**config.mk**
```make
export PLATFORM = sky130hd
export DESIGN_NAME = xbee_uart_tx_fifo
export DESIGN_NICKNAME = d
export VERILOG_FILES = /design/src/rtl/xbee_uart_pkg.sv /design/src/rtl/xbee_sync_fifo.sv /design/src/rtl/xbee_uart_tx_fifo.sv
export SDC_FILE = /design/constraint.sdc
export NUM_CORES = 1
export LEC_CHECK = 0
export CAP_MARGIN = 20
export CORE_UTILIZATION = 35
export DETAILED_ROUTE_END_ITERATION = 10
export HOLD_SLACK_MARGIN = 0.15
export PLACE_DENSITY = 0.51
export SYNTH_ARGS = -nofsm -noshare
export SYNTH_HDL_FRONTEND = slang
export SYNTH_SLANG_ARGS = --single-unit
export TNS_END_PERCENT = 30
```
**constraint.sdc**
```tcl
create_clock -name clk -period 9.6 [get_ports clk]
set_input_delay 1.44 -clock clk [delete_from_list [all_inputs] [get_ports clk]]
set_output_delay 1.44 -clock clk [all_outputs]
set_load 0.03 [all_outputs]
```
**src/rtl/xbee_uart_pkg.sv**
```systemverilog
// rtl/xbee_uart_pkg.sv - shared constants, state type and width helper for the XBee UART transmitter
package xbee_uart_pkg;

    localparam int PARITY_NONE = 0;
    localparam int PARITY_ODD  = 1;
    localparam int PARITY_EVEN = 2;

    typedef enum logic [2:0] {
        ST_IDLE,
        ST_START,
        ST_DATA,
        ST_PARITY,
        ST_STOP
    } tx_state_t;

    // Occupancy counter must represent 0..depth inclusive.
    function automatic int count_width(input int depth);
        return (depth > 1) ? $clog2(depth) + 1 : 1;
    endfunction

endpackage

```
**src/rtl/xbee_sync_fifo.sv**
```systemverilog
// rtl/xbee_sync_fifo.sv - single-clock FIFO with occupancy count, no read bypass
module xbee_sync_fifo
    import xbee_uart_pkg::*;
#(
    parameter int DATA_WIDTH = 8,
    parameter int FIFO_DEPTH = 16
) (
    input  logic                                clk,
    input  logic                                reset,
    input  logic [DATA_WIDTH-1:0]               push_data,
    input  logic                                push,
    input  logic                                pop,
    output logic [DATA_WIDTH-1:0]               pop_data,
    output logic                                full,
    output logic                                empty,
    output logic [count_width(FIFO_DEPTH)-1:0]  count
);

    localparam int AW = $clog2(FIFO_DEPTH);
    localparam int CW = count_width(FIFO_DEPTH);

    // Pointers carry one extra wrap bit so full and empty are distinguishable.
    logic [CW-1:0]         wr_q, rd_q;
    logic [DATA_WIDTH-1:0] mem_q [FIFO_DEPTH];
    logic                  do_push, do_pop;

    assign count    = wr_q - rd_q;
    assign full     = (count == CW'(FIFO_DEPTH));
    assign empty    = (count == '0);
    assign do_push  = push && !full;
    assign do_pop   = pop && !empty;
    assign pop_data = mem_q[rd_q[AW-1:0]];

    always_ff @(posedge clk) begin
        if (do_push) begin
            mem_q[wr_q[AW-1:0]] <= push_data;
        end
    end

    always_ff @(posedge clk or negedge reset) begin
        if (!reset) begin
            wr_q <= '0;
            rd_q <= '0;
        end else begin
            if (do_push) wr_q <= wr_q + CW'(1);
            if (do_pop)  rd_q <= rd_q + CW'(1);
        end
    end

endmodule

```
**src/rtl/xbee_uart_tx_fifo.sv**
```systemverilog
// rtl/xbee_uart_tx_fifo.sv - FIFO-buffered serial transmitter with configurable width, parity and stop bits
module xbee_uart_tx_fifo
    import xbee_uart_pkg::*;
#(
    parameter int CLKFREQ    = 100_000_000,
    parameter int BAUD       = 9600,
    parameter int DATA_WIDTH = 8,
    parameter int PARITY     = 0,
    parameter int STOP_BITS  = 2,
    parameter int FIFO_DEPTH = 16
) (
    input  logic                                clk,
    input  logic                                reset,
    input  logic [DATA_WIDTH-1:0]               tx_data,
    input  logic                                tx_valid,
    output logic                                tx_ready,
    output logic [count_width(FIFO_DEPTH)-1:0]  fifo_count,
    output logic                                TxD,
    output logic                                TxD_busy
);

    localparam int DIV   = CLKFREQ / BAUD;
    localparam int CNT_W = (DIV > 1) ? $clog2(DIV) : 1;
    localparam int BIT_W = $clog2(DATA_WIDTH);

    generate
        if (DATA_WIDTH < 5 || DATA_WIDTH > 9) begin : g_bad_data_width
            $error("xbee_uart_tx_fifo: DATA_WIDTH must be 5..9");
        end
        if (PARITY < 0 || PARITY > 2) begin : g_bad_parity
            $error("xbee_uart_tx_fifo: PARITY must be 0, 1 or 2");
        end
        if (STOP_BITS != 1 && STOP_BITS != 2) begin : g_bad_stop_bits
            $error("xbee_uart_tx_fifo: STOP_BITS must be 1 or 2");
        end
        if (DIV < 2) begin : g_bad_div
            $error("xbee_uart_tx_fifo: CLKFREQ/BAUD must be at least 2");
        end
    endgenerate

    tx_state_t             state_q, state_d;
    logic [CNT_W-1:0]      baud_q, baud_d;
    logic [BIT_W-1:0]      bit_q, bit_d;
    logic                  stop_q, stop_d;
    logic [DATA_WIDTH-1:0] shift_q, shift_d;
    logic                  par_q, par_d;
    logic                  txd_q, txd_d;
    logic                  pop, tick;
    logic                  fifo_full, fifo_empty;
    logic [DATA_WIDTH-1:0] fifo_data;

    xbee_sync_fifo #(
        .DATA_WIDTH (DATA_WIDTH),
        .FIFO_DEPTH (FIFO_DEPTH)
    ) u_fifo (
        .clk       (clk),
        .reset     (reset),
        .push_data (tx_data),
        .push      (tx_valid),
        .pop       (pop),
        .pop_data  (fifo_data),
        .full      (fifo_full),
        .empty     (fifo_empty),
        .count     (fifo_count)
    );

    assign tick     = (baud_q == CNT_W'(DIV - 1));
    assign tx_ready = !fifo_full;
    assign TxD      = txd_q;
    assign TxD_busy = (state_q != ST_IDLE) || !fifo_empty;

    always_comb begin
        state_d = state_q;
        baud_d  = baud_q;
        bit_d   = bit_q;
        stop_d  = stop_q;
        shift_d = shift_q;
        par_d   = par_q;
        pop     = 1'b0;
        if (state_q != ST_IDLE) begin
            baud_d = tick ? '0 : baud_q + CNT_W'(1);
        end
        case (state_q)
            ST_IDLE: begin
                baud_d = '0;
                pop    = !fifo_empty;
            end
            ST_START: begin
                if (tick) begin
                    state_d = ST_DATA;
                    bit_d   = '0;
                end
            end
            ST_DATA: begin
                if (tick) begin
                    shift_d = shift_q >> 1;
                    if (bit_q == BIT_W'(DATA_WIDTH - 1)) begin
                        state_d = (PARITY == PARITY_NONE) ? ST_STOP : ST_PARITY;
                        stop_d  = 1'b0;
                    end else begin
                        bit_d = bit_q + BIT_W'(1);
                    end
                end
            end
            ST_PARITY: begin
                if (tick) begin
                    state_d = ST_STOP;
                    stop_d  = 1'b0;
                end
            end
            ST_STOP: begin
                if (tick) begin
                    if (stop_q == 1'(STOP_BITS - 1)) begin
                        // Back-to-back: a queued word starts the next frame with no idle gap.
                        pop     = !fifo_empty;
                        state_d = ST_IDLE;
                    end else begin
                        stop_d = stop_q + 1'b1;
                    end
                end
            end
            default: state_d = ST_IDLE;
        endcase
        if (pop) begin
            state_d = ST_START;
            baud_d  = '0;
            shift_d = fifo_data;
            par_d   = (PARITY == PARITY_EVEN) ? ^fifo_data : ~^fifo_data;
        end
    end

    // Line level follows the state one clock later, so the start bit falls the edge after the pop.
    always_comb begin
        txd_d = 1'b1;
        case (state_q)
            ST_START:  txd_d = 1'b0;
            ST_DATA:   txd_d = shift_q[0];
            ST_PARITY: txd_d = par_q;
            default:   txd_d = 1'b1;
        endcase
    end

    always_ff @(posedge clk or negedge reset) begin
        if (!reset) begin
            state_q <= ST_IDLE;
            baud_q  <= '0;
            bit_q   <= '0;
            stop_q  <= 1'b0;
            shift_q <= '0;
            par_q   <= 1'b0;
            txd_q   <= 1'b1;
        end else begin
            state_q <= state_d;
            baud_q  <= baud_d;
            bit_q   <= bit_d;
            stop_q  <= stop_d;
            shift_q <= shift_d;
            par_q   <= par_d;
            txd_q   <= txd_d;
        end
    end

endmodule

```
== Word level (Yosys, flattened, before mapping) ==
Memory sizes are Yosys's and may differ from the RTL's.
Index checks and enable logic that the tools add are counted.

* Multiplexer cells: 31
* Add/subtract/negate cells: 6
* Equal/unequal tests: 20
* Reductions and logical operators: 18

{| class="wikitable"
|+ Operator list
! cell !! count
|-
| $mux 14 || 4
|-
| $mux 3 || 10
|-
| $mux 8 || 3
|-
| $ne 3x2->1 const B || 6
|-
| $pmux 3 s5 || 1
|-
| $add 14x1->14 const B || 1
|-
| $eq 14x14->1 const B || 1
|-
| $ne 2x2->1 const B || 6
|-
| $add 5x1->5 const B || 2
|-
| $mux 1 || 9
|-
| $reduce_bool 3->1 || 3
|-
| $reduce_xnor 8->1 || 1
|-
| $reduce_and 7->1 || 1
|-
| $eq 3x2->1 const B || 2
|-
| $eq 3x3->1 const B || 2
|-
| $pmux 1 s3 || 2
|-
| $pmux 3 s2 || 1
|-
| $reduce_bool 2->1 || 3
|-
| $eq 5x5->1 const B || 1
|-
| $logic_not 5->1 || 1
|-
| $reduce_and 5->1 || 1
|-
| $sub 5x5->5 || 1
|-
| $reduce_and 4->1 || 1
|-
| $add 3x1->3 const B || 1
|-
| other kinds (9) || 11
|}

* Bits in registers: 41
* Bits in writable memories: 128
* Output and inout bits: 8
* Memories: 1
* Logic and storage cells: 85

{| class="wikitable"
|+ Memory list
! memory !! depth !! bits a word !! rd ports !! clocked after Yosys merged registers in !! wr ports !! line !! text
|-
| u_fifo.mem_q || 16 || 8 || 1 || 0 || 1 || xbee_sync_fifo.sv:24 || <nowiki>logic [DATA_WIDTH-1:0] mem_q [FIFO_DEPTH];</nowiki>
|}

== Logic depth before layout (Yosys ltp) ==
* Depth after elaboration: 8
* Gate-level depth with buffers: 13

== Hierarchy ==
A second synthesis with hierarchy kept.

* Cells, all modules: 426
* Area total of the unflattened synthesis: 7273.2 µm²

{| class="wikitable"
|+ Modules (own cells, without submodules)
! module !! instances !! cells each !! area an instance (µm²)
|-
| xbee_sync_fifo || 1 || 264 || 5629.1
|-
| xbee_uart_tx_fifo || 1 || 162 || 1644.1
|}

== Worst setup path after synthesis ==
No wires, ideal clock.

* Kind: flip-flop to output port
* Start point: register u_fifo.wr_q[0]
* End point: output TxD_busy
* Arrival time: 2206 ps
* Required time: 8160 ps
* Stages on the path, launching flop included: 7
* Path slack: 5954 ps
* Path buffers: 0
* Path through: dfrtp_1 > inv_1 > ha_1 > fa_1 > xnor2_1 > nor2_1 > nand4_1

* Longest elaborated chain between the ends: 4

{| class="wikitable"
|+ RTL lines
! what !! line !! text
|-
| start, declared || xbee_sync_fifo.sv:23 || <nowiki>logic [CW-1:0] wr_q, rd_q;</nowiki>
|-
| start signal, assigned || xbee_sync_fifo.sv:45 || <nowiki>if (do_push) wr_q <= wr_q + CW'(1);</nowiki>
|-
| $sub 5x5->5 || xbee_sync_fifo.sv:27 || <nowiki>assign count = wr_q - rd_q;</nowiki>
|-
| named net fifo_count[2] || xbee_uart_tx_fifo.sv:17 || <nowiki>output logic [count_width(FIFO_DEPTH)-1:0] fifo_count,</nowiki>
|-
| $logic_not 5->1 || xbee_sync_fifo.sv:29 || <nowiki>assign empty = (count == '0);</nowiki>
|-
| $logic_not 1->1 || xbee_uart_tx_fifo.sv:70 || <nowiki>assign TxD_busy = (state_q != ST_IDLE) || !fifo_empty;</nowiki>
|-
| $logic_or 1x1->1 || xbee_uart_tx_fifo.sv:70 ||
|-
| end, declared || xbee_uart_tx_fifo.sv:19 || <nowiki>output logic TxD_busy</nowiki>
|}

The timed path passes the listed nets, and every way through them passes these cells.

== Final worst setup path ==
* Start point: register u_fifo.rd_q[0]
* End point: output tx_ready

* Longest elaborated chain between the ends: 3

{| class="wikitable"
|+ RTL lines
! what !! line !! text
|-
| start, declared || xbee_sync_fifo.sv:23 ||
|-
| start signal, assigned || xbee_sync_fifo.sv:46 || <nowiki>if (do_pop) rd_q <= rd_q + CW'(1);</nowiki>
|-
| $sub 5x5->5 || xbee_sync_fifo.sv:27 ||
|-
| $eq 5x5->1 || xbee_sync_fifo.sv:28 || <nowiki>assign full = (count == CW'(FIFO_DEPTH));</nowiki>
|-
| $logic_not 1->1 || xbee_uart_tx_fifo.sv:68 || <nowiki>assign tx_ready = !fifo_full;</nowiki>
|-
| end, declared || xbee_uart_tx_fifo.sv:16 || <nowiki>output logic tx_ready,</nowiki>
|}

Every way passes these cells.

==> impl_summary.md <==
Route
Using the TritonRoute via totals, the vias-per-cell ratio works out to 4.87. Once detail routing completed, the nets flagged for antenna violations numbered 0. The first routing iteration left approximately 180 violations. The detail-routed net length per standard cell is 18.8 um.

The DRC violations left is 0. The aggregate routed wire length is approximately 14000 um. The first detailed-routing pass ran for 4 iterations. The total vias in the final route is roughly 3600.

Yosys
Counting every net in the synthesized netlist gives roughly 460. The number of enable flip-flop cells after synthesis is around 130. The post-synthesis instance area is around 7100 um^2. In the synthesized netlist the async set-or-reset flop fraction comes to 24.3%. The share of synthesized area occupied by flip-flops and latches is around 70%.

In this run, synthesis produced a sequential element count of between 150 and 200. The synthesized area per cell is between 15 and 20 um^2. The largest total area in the synthesized netlist belongs to sky130_fd_sc_hd__edfxtp_1. In the post-synthesis netlist, the biggest area contributors are sky130_fd_sc_hd__edfxtp_1 (54%), sky130_fd_sc_hd__dfrtp_1 (14%), sky130_fd_sc_hd__mux4_2 (10%). The most used flip-flop cell after synthesis is sky130_fd_sc_hd__edfxtp_1. In the synthesized netlist, the number of instances is 435. The number of distinct standard cells referenced by the synthesized netlist is 43. The fraction of synthesized cell area taken by the top area cell type is a little over half. During synthesis, Yosys emitted a total of 0 warnings.

GRT
The maximum number of pins on one net before global-route repair is between 40 and 50. For this run the aggregate overflow at the end of global routing stands at 0. The number of global-route vias before repair is 3737.

The total global routing track utilization is roughly 15%. The first global-routing pass estimated roughly 22000 um of wire. The initial antenna violation count is 0.

STA
The max-slew violation count came to 0. The final setup skew is 12.3 ps. The final hold violation count came to 0. Setup repair after global routing left no endpoint under its margin. The smallest clock period supported by the final layout is computed as 4790 ps.

Setup violations remaining at the end of the flow were counted as 0. Setup total negative slack on the finished layout was measured at 0 ps. Of the available clock period, the critical path in the final layout requires 49.9%. Static timing analysis puts the maximum clock frequency at roughly 210 MHz. At the pin with the least slew margin, the transition time is about 940 ps. The setup slack of the critical path after layout is 4810 ps. The worst slew margin relative to its limit is between 30% and 40%.

Clock tree
After clock tree synthesis, the clock-pin slew on the worst setup and hold paths is about 70 ps. The CTS tree is built. The H-tree generated during clock tree synthesis spans 4 levels. The later pin in the worst-skew pair is clocked with a latency of 430 ps.

The number of buffers added by the clock tree synthesis step is 17. The maximum root-to-sink buffer count is 2. The clock net in this run drives a total of ~170 sinks.

The number of hold buffers added after CTS was 0. The post-CTS setup repair buffer count is 0. In this run the clock root is driven by a sky130_fd_sc_hd__clkbuf_16. The quantity of gates resized following cts is 0.

Setup path
Setup slack on the worst reg-to-reg path comes out at about 5800 ps. The kind of capture point of the worst setup path is an output port. The cell that appears most often on the critical path is sky130_fd_sc_hd__inv_1. In this run the worst path has a maximum fanout of 36. The critical path arrival is 3350 ps. The delay of the slowest critical-path stage is roughly 670 ps. The kind of start point of the critical path is a flip-flop. The endpoint required time on the critical path is between 8000 and 9000 ps. The critical path's slowest cell is sky130_fd_sc_hd__clkdlybuf4s50_1.

The critical path in this run is classified as flip-flop to output port. The signal on the critical path passes through buf_4, ha_1, fa_1, inv_1, a21o_1, a21oi_1, xnor2_1, inv_1, nand3_1, clkdlybuf4s50_1.

Power
The internal power summed over all cells is roughly 1.3 mW. In this run the power density over the cells is approximately 230 nW/um^2. The clock network burns 36.1% of the power. The total power after layout is between 1.5 and 2 mW. The analysis attributes to cell leakage a power of about 2.9 nW.

The net switching component of the power is between 0.5 and 0.6 mW. The worst vdd rail ir drop is roughly 0.00011 V. In this run, the combinational gates consume 16.7% of the power. Net switching is around 29% of the power.

The share of total power in sequential cells is between 40% and 50%.

Cells and area
The library cell used most frequently in the layout, excluding fill and tap cells, is sky130_fd_sc_hd__edfxtp_1. Cells with a size suffix above 1 make up roughly 17% of the layout. The number of inserted filler cells in the final layout is between 1500 and 2000.

The net count of the finished layout is roughly 480. Leaving out fill and tap cells, the most frequent cells in the layout are sky130_fd_sc_hd__edfxtp_1 (128), sky130_fd_sc_hd__dfrtp_1 (39), sky130_fd_sc_hd__mux4_2 (32), sky130_fd_sc_hd__nor2_1 (27), sky130_fd_sc_hd__nand2_1 (23). The area growth from synthesis to layout is 14.2%.

The repair_antennas step left the layout with diodes totalling 0.

Floorplan
The initial standard-cell utilization of the core is 36.2%. The core box area is slightly below 20000 um^2. The row count is 51. The x dimension of the die is around 140 um. During I/O placement, the number of pins put on the boundary was 19.

The die covers around 21000 um^2. The floorplan step set the die height to approximately 140 um.

Placed design
The global placement routability congestion is a little over 0.7. Timing analysis after detailed placement gives a worst setup slack of around 5200 ps. The sum of net half-perimeters after detailed placement is 8870 um. The number of buffers added on ports is 18.

Run status
The flow ran to the end, and the final reports show no timing, DRC or antenna violations.

Min path
The tightest min-delay check is of the flip-flop to flip-flop type.

Job
Max-cap violations in this run came to 0.
-- state kept, by name (all words and copies together) (netlist names) --
register,flops
TxD,1
baud_q,14
bit_q,3
par_q,1
shift_q,8
state_q,3
stop_q,1
u_fifo.mem_q,128
u_fifo.rd_q,5
u_fifo.wr_q,5
-- cells by family after synthesis --
logic type,share of synthesized area [%]
AO/OA/AOI/OAI,4.70
XOR/XNOR,3.66
adder cells (fa/ha/maj),2.38
buffers and inverters,2.24
flip-flops,68.2
multiplexers,11.2
AND/OR/NAND/NOR,7.59
-- per-stage QoR --
step	area, um^2	hold WS, ps	utilization (%)	cells
global placement	7550	440	38.3	703
detailed placement	7550	446	38.3	703
global route	8150	488	41.4	735
finish	8150	457	41.4	735
CTS	8150	456	41.4	735
floorplan	7140	425	-	435
-- power groups by stage --
| stage | registers, mW | logic, mW | clock network, mW |
|---|---|---|---|
| 3_3_place_gp | 0.896 | 0.313 | 0 |
| 2_1_floorplan | 0.888 | 0.203 | 0 |
| 5_1_grt | 0.889 | 0.340 | 0.718 |
| 4_1_cts | 0.883 | 0.318 | 0.690 |
| 3_5_place_dp | 0.899 | 0.317 | 0 |
| 6_report | 0.883 | 0.312 | 0.676 |
-- critical path, delay by kind of cell (launching register included) --
family	cells	cell delay (ps)
AO/OA/AOI/OAI	2	180
XOR/XNOR	1	330
adder cells (fa/ha/maj)	2	740
buffers and inverters	4	1180
flip-flops	1	380
AND/OR/NAND/NOR	1	100
-- area by class of cell --
class / instances / area, um^2 / share of cell area [%]
Clock buffer: 17 / 425 / 5.22
Inverter: 14 / 52.6 / 0.644
Sequential cell: 169 / 4870 / 59.8
Tap cell: 265 / 332 / 4.07
Multi-Input combinational cell: 235 / 2110 / 25.9
Clock inverter: 15 / 174 / 2.13
Timing Repair Buffer: 20 / 190 / 2.33
-- metal layers --
metal	up-vias	wire (um)	part of all wire, %	track usage, %
met2	40	6790	49	23.8
met4	0	149	1.1	4.49
met5	-	0	0	0
li1	1702	-	-	-
met3	12	357	2.6	3.36
met1	1829	6550	47	19.4
-- path summary, 6_finish.rpt --
kind | start | endpoint | cells after the start
setup / recovery | u_fifo.rd_q[0] | tx_ready | 10
hold / removal | baud_q[0] | baud_q[0] | 1
setup reg to reg | u_fifo.rd_q[0] | u_fifo.mem_q[1][1] | 10
hold reg to reg | baud_q[0] | baud_q[0] | 1
max in group asynchronous | reset | u_fifo.rd_q[0] | 1
min in group asynchronous | reset | baud_q[5] | 1
-- Yosys cell counts (all sizes together) (8+ instances only) --
master	instances
edfxtp	128
and2	17
xor2	8
nor2	29
xnor2	21
ha	12
inv	14
a22o	15
mux4	32
nand2	23
buf	10
dfrtp	40
o21ai	16
nand3	8
Note: power is estimated with default switching activity, not from simulation.
